<file path="config.mk">
export PLATFORM = sky130hd
export DESIGN_NAME = fibo_requester
export DESIGN_NICKNAME = d
export VERILOG_FILES = /design/src/rtl/fibo_pkg.sv /design/src/rtl/fibo_wait_timer.sv /design/src/rtl/fibo_requester.sv
export SDC_FILE = /design/constraint.sdc
export NUM_CORES = 1
export LEC_CHECK = 0
export ABC_AREA = 1
export CORE_UTILIZATION = 45
export DETAILED_ROUTE_END_ITERATION = 10
export GPL_TIMING_DRIVEN = 0
export PLACE_DENSITY_LB_ADDON = 0.05
export SLEW_MARGIN = 20
export SYNTH_ARGS = -nofsm -noshare
export SYNTH_HDL_FRONTEND = slang
export SYNTH_SLANG_ARGS = --single-unit
</file>
<file path="constraint.sdc">
create_clock -name clk -period 1.5 [get_ports clk]
set_input_delay 0.3 -clock clk [delete_from_list [all_inputs] [get_ports clk]]
set_output_delay 0.3 -clock clk [all_outputs]
set_load 0.005 [all_outputs]
</file>
<file path="src/rtl/fibo_pkg.sv">
// Shared definitions for the fibonacci requester.
// Widths of the index/result buses, the largest index whose true value
// still fits the result bus, and the requester FSM state encoding.
package fibo_pkg;

  localparam int FIBO_IDX_W         = 5;
  localparam int FIBO_DATA_W        = 16;
  localparam int FIBO_MAX_EXACT_IDX = 24;

  typedef enum logic [1:0] {
    IDLE,
    ISSUE,
    WAIT,
    EMIT
  } req_state_t;

endpackage

</file>
<file path="src/rtl/fibo_wait_timer.sv">
// Per-request wait timer for the fibonacci requester.
// Counts enabled cycles since the last clear. expired is registered and is
// high during the TIMEOUT_CYCLES-th enabled cycle (counting that cycle
// itself), then stays high until the next clear.
//   clk, rst_n : clock, synchronous active-low reset
//   clr        : restart the count (takes priority over en)
//   en         : count this cycle
//   expired    : timeout reached
module fibo_wait_timer #(
  parameter int TIMEOUT_CYCLES = 64  // 2..1023
) (
  input  logic clk,
  input  logic rst_n,
  input  logic clr,
  input  logic en,
  output logic expired
);

  localparam int CNT_W = 10;
  // Raised one cycle early so the flag is already visible in the final
  // allowed cycle rather than the one after it.
  localparam logic [CNT_W-1:0] LAST = CNT_W'(TIMEOUT_CYCLES - 1);

  logic [CNT_W-1:0] cnt;

  // NOTE: reset is synchronous (sampled on clk) and all state uses
  // non-blocking assignments so every register sees pre-edge values.
  always_ff @(posedge clk) begin
    if (!rst_n || clr) begin
      cnt     <= '0;
      expired <= 1'b0;
    end else if (en && !expired) begin
      // The count freezes once expired so it can never wrap.
      cnt     <= cnt + 1'b1;
      expired <= (cnt + 1'b1 == LAST);
    end
  end

endmodule

</file>
<file path="src/rtl/fibo_requester.sv">
// Initiator side of the fibonacci begin/done interface.
// Accepts (start, count) commands, issues each index to the calculator with
// a one-cycle begin_fibo pulse, waits for a qualified done, and streams each
// result with its index on a valid/ready port. A stuck calculator aborts the
// sequence after TIMEOUT_CYCLES wait cycles and sets a sticky timeout_err.
//   cmd_valid/cmd_ready, cmd_start, cmd_count : command port (count 0 = none)
//   begin_fibo, input_s                       : request to calculator
//   fibo_out, done                            : calculator response
//   res_valid/res_ready, res_data, res_index,
//   res_ovf, res_last                         : result stream
//   busy                                      : not in IDLE
//   timeout_err                               : sticky, cleared by next command
module fibo_requester
  import fibo_pkg::*;
#(
  parameter int TIMEOUT_CYCLES = 64  // 2..1023
) (
  input  logic                   clk,
  input  logic                   rst_n,
  input  logic                   cmd_valid,
  output logic                   cmd_ready,
  input  logic [FIBO_IDX_W-1:0]  cmd_start,
  input  logic [FIBO_IDX_W-1:0]  cmd_count,
  output logic                   begin_fibo,
  output logic [FIBO_IDX_W-1:0]  input_s,
  input  logic [FIBO_DATA_W-1:0] fibo_out,
  input  logic                   done,
  output logic                   res_valid,
  input  logic                   res_ready,
  output logic [FIBO_DATA_W-1:0] res_data,
  output logic [FIBO_IDX_W-1:0]  res_index,
  output logic                   res_ovf,
  output logic                   res_last,
  output logic                   busy,
  output logic                   timeout_err
);

  localparam logic [FIBO_IDX_W-1:0] OVF_LIMIT = FIBO_IDX_W'(FIBO_MAX_EXACT_IDX);
  localparam logic [FIBO_IDX_W-1:0] ONE       = FIBO_IDX_W'(1);

  req_state_t            state, state_next;
  logic [FIBO_IDX_W-1:0] cur_idx, remaining, issue_idx;
  logic                  armed, qualify, expired;

  fibo_wait_timer #(.TIMEOUT_CYCLES(TIMEOUT_CYCLES)) u_timer (
    .clk     (clk),
    .rst_n   (rst_n),
    .clr     (state == ISSUE),
    .en      (state == WAIT),
    .expired (expired)
  );

  // A done only counts once the calculator has been seen with done low since
  // this request was issued; a level-held done from the previous request is
  // therefore never mistaken for the new result.
  always_comb begin
    // NOTE: every always_comb output gets a default first so no latch forms.
    state_next = state;
    qualify    = 1'b0;
    issue_idx  = (state == IDLE) ? cmd_start : cur_idx + 1'b1;
    case (state)
      IDLE:  if (cmd_valid && cmd_count != '0) state_next = ISSUE;
      ISSUE: state_next = WAIT;
      WAIT: begin
        qualify = done && armed;
        // Qualify is tested first so it wins over a simultaneous timeout.
        if (qualify)      state_next = EMIT;
        else if (expired) state_next = IDLE;
      end
      EMIT:  if (res_ready) state_next = (remaining == ONE) ? IDLE : ISSUE;
      default: state_next = IDLE;
    endcase
  end

  always_ff @(posedge clk) begin
    if (!rst_n) begin
      state       <= IDLE;
      cmd_ready   <= 1'b1;
      busy        <= 1'b0;
      begin_fibo  <= 1'b0;
      input_s     <= '0;
      res_valid   <= 1'b0;
      res_data    <= '0;
      res_index   <= '0;
      res_ovf     <= 1'b0;
      res_last    <= 1'b0;
      timeout_err <= 1'b0;
      cur_idx     <= '0;
      remaining   <= '0;
      armed       <= 1'b0;
    end else begin
      state <= state_next;
      // Status outputs are registered from the next state so they line up
      // with the state they describe.
      cmd_ready  <= (state_next == IDLE);
      busy       <= (state_next != IDLE);
      begin_fibo <= (state_next == ISSUE);
      res_valid  <= (state_next == EMIT);
      // input_s only changes on entry to ISSUE, so it holds through WAIT.
      if (state_next == ISSUE) input_s <= issue_idx;

      case (state)
        IDLE: begin
          if (cmd_valid) begin
            cur_idx     <= cmd_start;
            remaining   <= cmd_count;
            timeout_err <= 1'b0;
          end
        end
        ISSUE: armed <= !done;
        WAIT: begin
          if (!done) armed <= 1'b1;
          if (qualify) begin
            res_data  <= fibo_out;
            res_index <= cur_idx;
            res_ovf   <= (cur_idx > OVF_LIMIT);
            res_last  <= (remaining == ONE);
          end else if (expired) begin
            timeout_err <= 1'b1;
            remaining   <= '0;
          end
        end
        EMIT: begin
          if (res_ready) begin
            remaining <= remaining - 1'b1;
            if (remaining != ONE) cur_idx <= cur_idx + 1'b1;  // wraps 31 -> 0
          end
        end
        default: ;
      endcase
    end
  end

endmodule

</file>
**After elaboration in Yosys (flattened, before gate mapping)**

Cells that the tools add are included.

- Bits of input ports: 31
- Bits in registers: 57

- Add/subtract/negate cells: 3
- $lt $le $gt $ge: 1
- Reduce and logical (&&, ||, !) cells: 20
- Muxes and demuxes: 23
- Equal/unequal tests: 14

Operators by type and width:

| operator | count |
|---|---|
| 5-bit two-way mux | 8 |
| 5-bit case mux with 3 select lines | 1 |
| 2-bit != test, second input constant | 6 |
| 10-bit by 1-bit adder with 10-bit output, second input constant | 1 |
| 10-bit by 6-bit == test with 1-bit output, second input constant | 1 |
| 5-bit case mux with 2 select lines | 1 |
| 2-bit two-way mux | 4 |
| 2-bit case mux with 4 select lines | 1 |
| 4-bit AND reduction | 2 |
| 2-bit nonzero test | 4 |
| 2-bit == test, second input constant | 3 |
| 1-bit two-way mux | 6 |
| 5-bit by 1-bit adder with 5-bit output, second input constant | 1 |
| 5-bit by 1-bit == test with 1-bit output, second input constant | 1 |
| 5-bit > comparator, second input constant | 1 |
| 5-bit by 1-bit != test with 1-bit output, second input constant | 1 |
| 5-bit AND reduction | 1 |
| 5-bit nonzero test | 1 |
| 5-bit by 1-bit subtractor with 5-bit output, second input constant | 1 |
| 2-bit by 1-bit == test with 1-bit output, second input constant | 2 |
| 2-bit zero test | 2 |
| 1-bit case mux with 2 select lines | 2 |
| 2-bit AND reduction | 2 |
| 1-bit logical AND | 3 |
| 3 further kinds | 5 |

**Logic depth before layout (Yosys ltp)**

- Depth after elaboration: 5
- Depth in mapped cells: 10
- Depth with buffers taken out: 10

**Cells and area by module**

A second synthesis with hierarchy kept.

- Cells, all modules: 390
- Area total of the unflattened synthesis: 2836.5 µm²

Modules (own cells, without submodules):

| module | cells each | times used | area an instance (µm²) |
|---|---|---|---|
| fibo_requester | 289 | 1 | 2185.8 |
| fibo_wait_timer | 101 | 1 | 650.6 |

**Least setup slack after synthesis**

No wires, ideal clock.

- Path type: register -> register
- Start: reg state[1]
- End: reg cur_idx[3]
- Stages on the path, launching flop included: 8
- Setup slack: 0.206 ns
- Data arrival time: 1.175 ns
- Setup time: 0.119 ns
- Path buffers: 0
- Cells stage by stage: dfxtp_1 > nand2_2 > inv_2 > nand2_1 > a21oi_4 > inv_2 > a211oi_1 > nor2_1

- Word-level cells in the longest chain between the ends: 3
- Elaborated cells between the ends (all ways): 8

RTL lines:

| item | line | text |
|---|---|---|
| start, declared | fibo_requester.sv:41 | `req_state_t state, state_next;` |
| start signal, assigned | fibo_requester.sv:92 | `state <= state_next;` |
| 2-bit == test / 2-bit zero test (equally long branches) | fibo_requester.sv:102 | `case (state)` |
| 2-bit != test (no source line) / 2-bit nonzero test (equally long branches) | -- |  |
| 4-bit AND reduction (no source line) | -- |  |
| end signal, assigned | fibo_requester.sv:105 | `cur_idx <= cmd_start;` |
| end signal, assigned | fibo_requester.sv:126 | `if (remaining != ONE) cur_idx <= cur_idx + 1'b1;` |
| end, declared | fibo_requester.sv:42 | `logic [FIBO_IDX_W-1:0] cur_idx, remaining, issue_idx;` |

Parallel ways exist; a longest one is shown, timed or not.
A chain may end at the register's enable or synchronous reset.

**Worst setup path after layout**

- Start: reg res_data[5]
- End: out res_data[5]

RTL lines:

| item | line | text |
|---|---|---|
| start, declared | fibo_requester.sv:30 | `output logic [FIBO_DATA_W-1:0] res_data,` |
| start signal, assigned | fibo_requester.sv:114 | `res_data <= fibo_out;` |

No word-level cell between the ends.

==> impl_metrics.py <==
metrics = {
    "run_status": {
        "status": "complete, no violations",
    },
    "final_layout": {
        "final_cells": 512,
        "fillerInstances": 498,
        "n_antenna_cell": 0,
        "fin_nets": 472,
        "area_growth_pct": 41.7,
        "multiInputGateArea_um2": 1280,
        "seqCellArea_um2": 1160,
        "layout-drive-gt1-share": 0.155,
    },
    "sta": {
        "tns_ns": 0,
        "fin_crit_sh": 0.977,
        "relSlewSlack": 0.689,
        "worst_slack_ns": 0.0348,
        "fmax_mhz": 683,
        "slew_violations": 0,
        "min_period_ns": 1.47,
        "rsz0062_at_grt": "true",
        "finalSetupViolCount": 0,
        "worstMarginPinSlew_ns": 0.466,
        "hold_viol_final": 0,
        "skew_ns": 0.00784,
    },
    "synthesis": {
        "yosys.area.top_type": "dfxtp_1",
        "synth_top_area_share": 0.441,
        "syn-num-nets": 391,
        "syn_area_per_cell_um2": 7.31,
        "netlist_instances": 354,
        "ys_seq_elements": 57,
        "ys_seq_area_frac": 0.441,
        "synth.distinct_cells": 32,
        "ys.warnings.count": 0,
        "synth_area_um2": 2590,
        "synthTopCellsByArea": "dfxtp_1, o21ai_0, nor2_1",
    },
    "die": {
        "die_x_um": 77.8,
        "ios": 64,
        "dieArea_um2": 6050,
        "die_h_um": 77.8,
        "core_um2": 5510,
        "rows": 27,
        "start_util": 0.470,
    },
    "grt": {
        "grt_max_degree": 11,
        "grt_overflow": 0,
        "grt_pass1_vias": 2298,
        "antenna_found_initial": 0,
        "grt_use_total": 0.215,
        "grt_first_pass_wirelength_um": 10100,
    },
    "clocking": {
        "htreeDepth": 3,
        "clkTransAtPathRegs_ns": 0.07,
        "numCtsBuffers": 9,
        "tritoncts": "done",
        "cts_root_buffer": "clkbuf_8",
        "clock_latency_ns": 0.33,
        "holdBufCountCts": 0,
        "cts.sinks": 57,
        "clockBufferDepth": 2,
    },
    "power": {
        "seq_power_share": 0.432,
        "internal_power_mw": 2.91,
        "power_frac_comb": 0.191,
        "power_density_nw_per_um2": 1110,
        "p_switching_mw": 1.15,
        "power.total_mw": 4.06,
        "vdd_drop_max_mv": 0.823,
        "clock_power_share": 0.377,
        "swShare": 0.283,
        "p_leak_nw": 1.85,
    },
    "critical_path": {
        "critPathTopFamily": "buffers and inverters",
        "path_class": "flip-flop to output pin",
        "crit_chain": "clkdlybuf4s50_1",
        "cp_slowest_stage_delay_ns": 0.50,
        "crit_fanout": 2,
        "cp-start-kind": "flip-flop",
        "endpoint_kind": "output pin",
        "cp_data_required_time_ns": 1.20,
        "cp_data_arrival_time_ns": 1.17,
        "cp_num_buf_inv": 1,
        "crit_slowest_cell": "clkdlybuf4s50_1",
    },
    "routing": {
        "first_iter_violations": 93,
        "vias": 2479,
        "drtAntennaViolNets": 0,
        "drc_errors": 0,
        "vias_per_cell": 4.84,
        "drtPass1Iterations": 4,
        "avgRoutedWirePerCell_um": 12.1,
        "drt_wl_total_um": 6190,
    },
    "placed_design": {
        "place_hpwl_um": 4400,
        "routabilityCongestion": 0.822,
        "io_buffers": 62,
        "pre_cts_ws_ns": -0.378,
        "dp.cells": 488,
    },
    "job": {
        "cap_violations": 0,
    },
    "hold_path": {
        "hold_path.class": "input port to flip-flop",
    },
}
## logic make-up (layout without fill, tap and decap cells)
family                     Yosys count  after routing  synth area share
AOI/OAI and AO/OA                   92             92             0.195
xor gates and xnor gates             6              6            0.0203
adders and majority gates            6              6            0.0290
buffers and inverters               53            139            0.0793
DFF                                 57             57             0.441
and+or+nand+nor                    140            140             0.235
## per-stage QoR
stage,hold slack (ns),utilization,instance area [um2]
2_1_floorplan,0.403,-,2590
3_3_place_gp,0.435,0.599,3300
3_5_place_dp,0.441,0.599,3300
5_1_grt,0.329,0.666,3660
4_1_cts,0.310,0.638,3510
6_report,0.316,0.666,3660
## path summary, 6_finish.rpt
| path | startpoint | endpoint | slack [ns] | cells after the start |
|---|---|---|---|---|
| worst min register to register | res_index[4] | res_index[4] | 0.46 | 2 |
| worst max-delay path | res_data[5] | res_data[5] | 0.03 | 1 |
| worst min-delay path | rst_n | remaining[0] | 0.32 | 3 |
| worst max register to register | u_timer.cnt[0] | u_timer.expired | 0.07 | 10 |
## power by group through the flow
stage / combinational, mW / clock [mW] / sequential, mW
after floorplan: 0.461 / 0 / 1.76
after global placement: 0.737 / 0 / 1.78
after detailed placement: 0.746 / 0 / 1.78
after CTS: 0.745 / 1.54 / 1.75
after global routing: 0.873 / 1.63 / 1.77
final: 0.777 / 1.53 / 1.75
## Yosys cell counts, drive strengths merged
library cell  number
inv               42
o21ai             55
a21oi             27
buf                6
a2bb2oi            1
o2111ai            1
a211oi             2
o211ai             1
nand4              3
a31oi              2
a22oi              1
xor2               3
ha                 6
xnor2              3
o211a              1
clkbuf             5
nor3               1
o41ai              1
nand3             11
nand2             50
nand3b             1
nor2              74
dfxtp             57
## final cells by class
cell class                 count  area share
multi-input combinational    244       0.349
sequential                    57       0.316
timing repair buffer          70       0.195
clock buffer                  12      0.0451
inverter                      42      0.0430
tap                           72      0.0246
buffer                        11      0.0140
clock inverter                 4      0.0137
## routing by layer
layer / GRT usage / part of all wire / wire length (um) / up-vias
met4: 0.119 / 0.024 / 146 / 0
met5: 0 / 0 / 0 / -
li1: - / - / - / 1312
met3: 0.0400 / 0.031 / 193 / 13
met2: 0.355 / 0.48 / 2990 / 43
met1: 0.262 / 0.46 / 2850 / 1111
## worst reg2reg max path, cell delays in order (launching register included)
cell	delay, ns
dfxtp_4	0.36
ha_4	0.16
nand2_2	0.07
inv_2	0.06
nor2_1	0.08
nand2_1	0.07
nor2_1	0.11
nand3_1	0.08
nor2_1	0.11
nand3_1	0.10
a21oi_1	0.15
## placed cells by master, fill, tap and decap left out, types with 3 or more instances in the layout
cell | Yosys | routed
nand2_2 | 3 | 5
nand2_1 | 47 | 44
dfxtp_1 | 57 | 46
o21ai_0 | 52 | 48
clkdlybuf4s50_1 | 0 | 45
o21ai_1 | 2 | 6
xor2_1 | 3 | 3
buf_4 | 0 | 8
nor2_1 | 68 | 67
nor2_4 | 4 | 4
dfxtp_2 | 0 | 10
ha_1 | 6 | 5
dlymetal6s2s_1 | 0 | 15
xnor2_1 | 3 | 3
clkbuf_1 | 5 | 4
clkbuf_8 | 0 | 12
buf_2 | 5 | 4
nand3_1 | 11 | 10
nand4_1 | 3 | 3
a21oi_1 | 26 | 26
inv_1 | 34 | 33
inv_2 | 8 | 9
## timing repair
item	4_1_cts	5_1_grt
endpoints found under the setup margin	11	50
buffers inserted	0	8
resized for setup	4	42
hold endpoints to repair	0	0
pin swaps	1	8
## registers in the layout, indices dropped and copies added, names as in the netlist, 2 cells and up
| name | count |
|---|---|
| res_data | 16 |
| state | 2 |
| u_timer.cnt | 10 |
| input_s | 5 |
| remaining | 5 |
| cur_idx | 5 |
| res_index | 5 |
No activity file was read; power rests on OpenSTA's default activity.
